===== src/rtl/bcd_to_bin_seq.sv =====
// Sequential BCD-to-binary converter (reverse double-dabble).
// Accepts a packed BCD operand on start and pulses done with the binary value BIN_W cycles later.
module bcd_to_bin_seq #(
    parameter int DIGITS = 4,
    parameter int BIN_W  = 14
) (
    input  logic                  clk,
    input  logic                  rst_n,
    input  logic                  start,
    input  logic [4*DIGITS-1:0]   bcd_in,
    output logic                  busy,
    output logic                  done,
    output logic [BIN_W-1:0]      bin_out,
    output logic                  err
);

    localparam int BCD_W = 4 * DIGITS;
    localparam int CNT_W = $clog2(BIN_W + 1);
    localparam logic [CNT_W-1:0] LAST_CNT = CNT_W'(BIN_W - 1);

    typedef enum logic [1:0] {
        S_IDLE,
        S_SHIFT,
        S_DONE
    } state_t;

    state_t              r_state;
    logic [BCD_W-1:0]    r_bcdReg;
    logic [BIN_W-1:0]    r_binReg;
    logic [CNT_W-1:0]    r_cnt;
    logic                r_busy;
    logic                r_done;
    logic                r_err;
    logic [BIN_W-1:0]    r_binOut;

    logic [BCD_W+BIN_W-1:0] w_shifted;
    logic [BCD_W-1:0]       w_bcdNext;
    logic [BIN_W-1:0]       w_binNext;
    logic                   w_badDigit;

    // One reverse double-dabble step: shift the pair right, then pull back any digit that reached 8.
    always_comb begin
        w_shifted  = {r_bcdReg, r_binReg} >> 1;
        w_binNext  = w_shifted[BIN_W-1:0];
        w_bcdNext  = w_shifted[BCD_W+BIN_W-1:BIN_W];
        for (int i = 0; i < DIGITS; i++) begin
            if (w_bcdNext[4*i+3]) begin
                w_bcdNext[4*i +: 4] = w_bcdNext[4*i +: 4] - 4'd3;
            end
        end
        w_badDigit = 1'b0;
        for (int i = 0; i < DIGITS; i++) begin
            if (bcd_in[4*i +: 4] > 4'd9) begin
                w_badDigit = 1'b1;
            end
        end
    end

    always_ff @(posedge clk or negedge rst_n) begin
        if (!rst_n) begin
            r_state  <= S_IDLE;
            r_bcdReg <= '0;
            r_binReg <= '0;
            r_cnt    <= '0;
            r_busy   <= 1'b0;
            r_done   <= 1'b0;
            r_err    <= 1'b0;
            r_binOut <= '0;
        end else begin
            case (r_state)
                S_IDLE, S_DONE: begin
                    r_done  <= 1'b0;
                    r_state <= S_IDLE;
                    if (start) begin
                        // Malformed operands skip the shifter entirely and report straight away.
                        if (w_badDigit) begin
                            r_state  <= S_DONE;
                            r_done   <= 1'b1;
                            r_err    <= 1'b1;
                            r_binOut <= '0;
                        end else begin
                            r_bcdReg <= bcd_in;
                            r_binReg <= '0;
                            r_cnt    <= '0;
                            r_busy   <= 1'b1;
                            r_state  <= S_SHIFT;
                        end
                    end
                end
                S_SHIFT: begin
                    r_bcdReg <= w_bcdNext;
                    r_binReg <= w_binNext;
                    r_cnt    <= r_cnt + CNT_W'(1);
                    if (r_cnt == LAST_CNT) begin
                        r_binOut <= w_binNext;
                        r_err    <= 1'b0;
                        r_done   <= 1'b1;
                        r_busy   <= 1'b0;
                        r_state  <= S_DONE;
                    end
                end
                default: begin
                    r_state <= S_IDLE;
                end
            endcase
        end
    end

    assign busy    = r_busy;
    assign done    = r_done;
    assign bin_out = r_binOut;
    assign err     = r_err;

endmodule


===== config.mk =====
export PLATFORM = sky130hd
export DESIGN_NAME = bcd_to_bin_seq
export DESIGN_NICKNAME = d
export VERILOG_FILES = /design/src/rtl/bcd_to_bin_seq.sv
export SDC_FILE = /design/constraint.sdc
export NUM_CORES = 1
export LEC_CHECK = 0
export CELL_PAD_IN_SITES_DETAIL_PLACEMENT = 0
export CELL_PAD_IN_SITES_GLOBAL_PLACEMENT = 1
export CORE_AREA = 5 5 78 80
export CTS_BUF_LIST = sky130_fd_sc_hd__clkbuf_16
export DETAILED_ROUTE_END_ITERATION = 12
export DIE_AREA = 0 0 83 85
export GPL_ROUTABILITY_DRIVEN = 0
export GPL_TIMING_DRIVEN = 1
export HOLD_SLACK_MARGIN = 0.12
export PLACE_DENSITY_LB_ADDON = 0.05
export SLEW_MARGIN = 25
export SYNTH_ARGS = -nofsm -noshare
export SYNTH_HDL_FRONTEND = slang
export SYNTH_SLANG_ARGS = --single-unit

===== constraint.sdc =====
create_clock -name clk -period 3.2 [get_ports clk]
set_input_delay 0.48 -clock clk [delete_from_list [all_inputs] [get_ports clk]]
set_output_delay 0.48 -clock clk [all_outputs]
set_load 0.02 [all_outputs]

# Word level (Yosys, flattened, before mapping)
# Cells that the tools add are included.
[totals]
output_inout_bits = 17
regBits = 53
elab_cells = 65
input_bits = 19
[op_classes]
n_mux = 35
eq_ne = 7
n_reduce_logical = 7
n_lt_le_gt_ge = 4
n_addsub = 4
[ops]
columns = ["operator", "count"]
rows = [
  ["14-bit two-way mux", 5],
  ["14-bit one-hot mux with 2 select lines", 2],
  ["16-bit two-way mux", 2],
  ["16-bit one-hot mux with 2 select lines", 1],
  ["4-bit two-way mux", 5],
  ["4-bit > comparator (second input constant)", 4],
  ["1-bit two-way mux", 12],
  ["4-bit by 2-bit subtractor with 4-bit output (second input constant)", 3],
  ["2-bit != test (second input constant)", 4],
  ["4-bit one-hot mux with 2 select lines", 1],
  ["4-bit AND reduction", 2],
  ["2-bit two-way mux", 3],
  ["1-bit one-hot mux with 2 select lines", 3],
  ["4-bit by 1-bit adder with 4-bit output (second input constant)", 1],
  ["4-bit == test (second input constant)", 1],
  ["2-bit one-hot mux with 2 select lines", 1],
  ["3-bit AND reduction", 1],
  ["2-bit by 1-bit == test with 1-bit output (second input constant)", 1],
  ["2-bit == test (second input constant)", 1],
  ["2-bit logical NOT", 1],
  ["2-bit AND reduction", 1],
  ["2-bit nonzero test", 1],
  ["2-bit OR reduction", 1],
]

# Longest topological paths before layout
[logic_depth]
word_depth = 8
depth_mapped = 7
mapped_depth_nobuf = 6

# Worst setup path after synthesis
# No wires, ideal clock.
[synth_timing]
path_kind = "input to register"
from = "input port bcd_in[6]"
to = "register r_bcdReg[9]"
t_arrival_ns = 1.453
slack_ns = 1.621
cell_stages = 6
path_buffers = 2
setup_ns = 0.126
required_ns = 3.074
path_cell_list = "o21ai_1 > and4_1 > buf_6 > a21oi_4 > buf_6 > a221o_1"
[synth_between]
elab_chain_cells = 6
[synth_rtl]
columns = ["item", "line", "text"]
rows = [
  ["from (decl)", "10", "input logic [4*DIGITS-1:0] bcd_in,"],
  ["4-bit > comparator", "53", "if (bcd_in[4*i +: 4] > 4'd9) begin"],
  ["1-bit two-way mux (3 in a row)", "53", ""],
  ["2-bit != test (no source line)", "--", ""],
  ["3-bit AND reduction (no source line)", "--", ""],
  ["to (signal assigned)", "82", "r_bcdReg <= bcd_in;"],
  ["to (signal assigned)", "91", "r_bcdReg <= w_bcdNext;"],
  ["to (decl)", "28", "logic [BCD_W-1:0] r_bcdReg;"],
]
# No other way between the ends.
# A chain may end at the register's enable or synchronous reset.

# Final worst setup path
[layout_timing]
from = "input port bcd_in[9]"
to = "register r_bcdReg[4]"
[layout_between]
elab_chain_cells = 5
[layout_rtl]
columns = ["item", "line"]
rows = [
  ["4-bit > comparator", "53"],
  ["1-bit two-way mux (2 in a row)", "53"],
  ["2-bit != test (no source line)", "--"],
  ["3-bit AND reduction (no source line)", "--"],
]
# No other way between the ends.

==> flow_summary.ini <==
[cells_and_area]
area_growth_from_synthesis_to_layout_pct = 22.83
final-seq-area_mm2 = 0.001301
fillerInstances = 489
most-common-layout-cells = dfrtp_1 (52), clkdlybuf4s50_1 (34), a22o_1 (26)
finalCoreUtilization_pct = 53.47
insertedDiodeCount = 0
layout.cells.most_common = dfrtp_1
multi_input_comb_area_um2 = 917.1
post_route_cells_drive_above_1_share_pct = 8.072
nNetsFinal = 248

[route]
routed-wl-met2_um = 2395
route.antenna.remaining_nets = 0
number_of_detailed_route_iterations_in_the_first_pass = 4
avgViaCountPerCell = 5.597
wl_um = 5309
routed-wl-met3_um = 224
drt_first_iter_violations = 126
drcViolationCount = 0
via_total_after_detailed_routing = 1651
dr.max_layer_used = met4
m1WireLength_um = 2661
wl_per_cell_um = 18.00

[yosys]
synth_area_leaders = dfrtp_1 (56%), a22o_1 (9.8%), ha_1 (2.7%)
proportion_of_register_bits_with_asynchronous_set_or_reset_after_synthesis_pct = 100.0
post_synth_instance_area_mm2 = 0.002323
portion_of_synthesized_cell_area_occupied_by_the_leading_cell_type_pct = 56.00
synthesis.nets = 215
synthesis.instances = 191
yosys_register_bits = 52
netlist-cell-type-count = 38
synth.largest_area_cell = dfrtp_1
synth-main-ff-cell = dfrtp_1
average_instance_area_after_synthesis_um2 = 12.16
number_of_synthesis_warnings = 0
ys_seq_area_share_pct = 56.00
synth-edff-count = 0

[global_route]
first_global_vias = 1690
antenna_found_initial = 0
gr-usage-all-layers_pct = 15.44
globalRouteOverflowTotal = 0
maximum_number_of_pins_on_one_net_before_global_route_repair = 30
grt_first_pass_wirelength_um = 8832

[setup_path]
setup.reg_to_reg.worst_slack_ps = 1220
setup.worst_path.start_class = input port
critPathMaxFanout = 22
crit_path_end_kind = flip-flop
critical_path_required_ps = 3370
reg2regPathDepth = 4
setup.worst_path.class = input port to flip-flop
timing.critical_path.to = r_bcdReg[4]
worst_r2r_startpoint = r_state[1]
critical_path_start = bcd_in[9]
worstReg2RegEnd = bin_out[13]
cp.arrival_ps = 2270

[clock_tree]
root_buffer = clkbuf_16
cts_bufs_inserted = 5
clkSlewWorstSetupHoldPaths_ps = 60
cts_tree = built
cts_hold_buffers = 0
ctsHtreeMaxLevel = 2
clock_sinks = 52
worstSkewPairLatency_ps = 280
postCtsSetupRepairBufs = 0
cts_buffer_depth = 2
post_cts_resize_count = 0

[sta]
worst_slack_ps = 1097
final-hold-violation-count = 0
fmax_mhz = 475.6
report.final.slew_viol_count = 0
fin_hold_ws_ps = 192.0
finClkSkew_ps = 3.177
relative_max_transition_margin_pct = 49.60
setup-violations-final = 0
worst_pin_slew_ps = 756.1
final_period_minus_worst_setup_slack_ps = 2103
grt_setup_unrepaired = false
finalSetupTns_ps = 0
final.period_utilization_pct = 65.71

[status]
outcome = finished clean

[power]
max-vdd-ir-drop_mv = 0.4163
report.power.total_mw = 2.080
leakage_nw = 1.256
powerDensity_mw_per_mm2 = 728.8

[die]
initial_core_util_pct = 43.53
die_h_um = 85
die-area_mm2 = 0.007055
dieWidth_um = 83
fp-row-count = 27
core_area_mm2 = 0.005338
boundaryPins = 36

[flow_run]
max-cap-violations = 0

[placement]
preCtsSetupSlack_ps = 833.1
port-buffer-count = 35
dp_hpwl_um = 3466

[worst_hold_path]
hp-class = input port to async pin
==> Yosys cell counts, drive strengths merged, types with 2 or more instances <==
cell	instances
a21o	2
a21oi	7
a221o	6
a22o	26
a22oi	4
a31oi	5
buf	11
clkbuf	2
dfrtp	52
ha	5
inv	4
mux2i	3
nand2	5
nand2b	2
nand3	2
nand4	2
nor2	15
nor2b	5
o21ai	13
o31a	2
xnor2	6
xor2	2
==> worst min-delay path by stage <==
stage              endpoint  slack [ps]        start  cells after the start
2_1_floorplan    bin_out[0]         180        rst_n                      0
6_report       r_bcdReg[10]         190        rst_n                      1
5_1_grt         r_bcdReg[5]         230        rst_n                      1
3_3_place_gp    bin_out[13]         480  bin_out[13]                      1
4_1_cts        r_bcdReg[10]         210        rst_n                      1
3_5_place_dp    bin_out[13]         490  bin_out[13]                      1
==> cells by family after synthesis <==
kind of cell	synth area share, %
xor+xnor	3.016
simple gates	7.647
buf+inv	4.523
compound gates	24.34
fa+ha+maj	2.693
flops	56.00
mux	1.777
==> critical path, stage by stage <==
cell             delay [ps]
clkdlybuf4s50_1         450
o21ai_1                 230
and4_1                  500
a21oi_4                 260
a221o_1                 350
==> stage by stage <==
stage          instances  instance area (um^2)
6_report             295                  2854
2_1_floorplan        191                  2323
4_1_cts              295                  2854
5_1_grt              295                  2854
3_5_place_dp         289                  2699
3_3_place_gp         289                  2699
==> per-layer routing <==
metal  track usage, %  vias to the layer above
li1                 -                      776
met4            2.675                        0
met3            4.175                        4
met2            24.20                       45
met5                0                        -
met1            21.85                      826
==> power breakdown <==
part	internal, mW	switching (mW)	total, mW
registers	0.811	0.162	0.973
logic	0.284	0.247	0.531
clock network	0.360	0.216	0.576
total	1.46	0.625	2.08
==> state kept, by name, indices dropped and copies added, names as in the netlist <==
name,count
bin_out,14
busy,1
done,1
err,1
r_bcdReg,16
r_binReg,13
r_cnt,4
r_state,2
==> cell type report <==
| type | instances | share of cell area, % |
|---|---|---|
| flip-flops and latches | 52 | 45.59 |
| multi-input cells | 122 | 32.14 |
| repair buffers | 39 | 13.15 |
| clock buffers | 5 | 4.384 |
| well taps | 72 | 3.157 |
| clock inverters | 1 | 1.052 |
| inverters | 4 | 0.5261 |
Power figures use the tool's default switching activity.
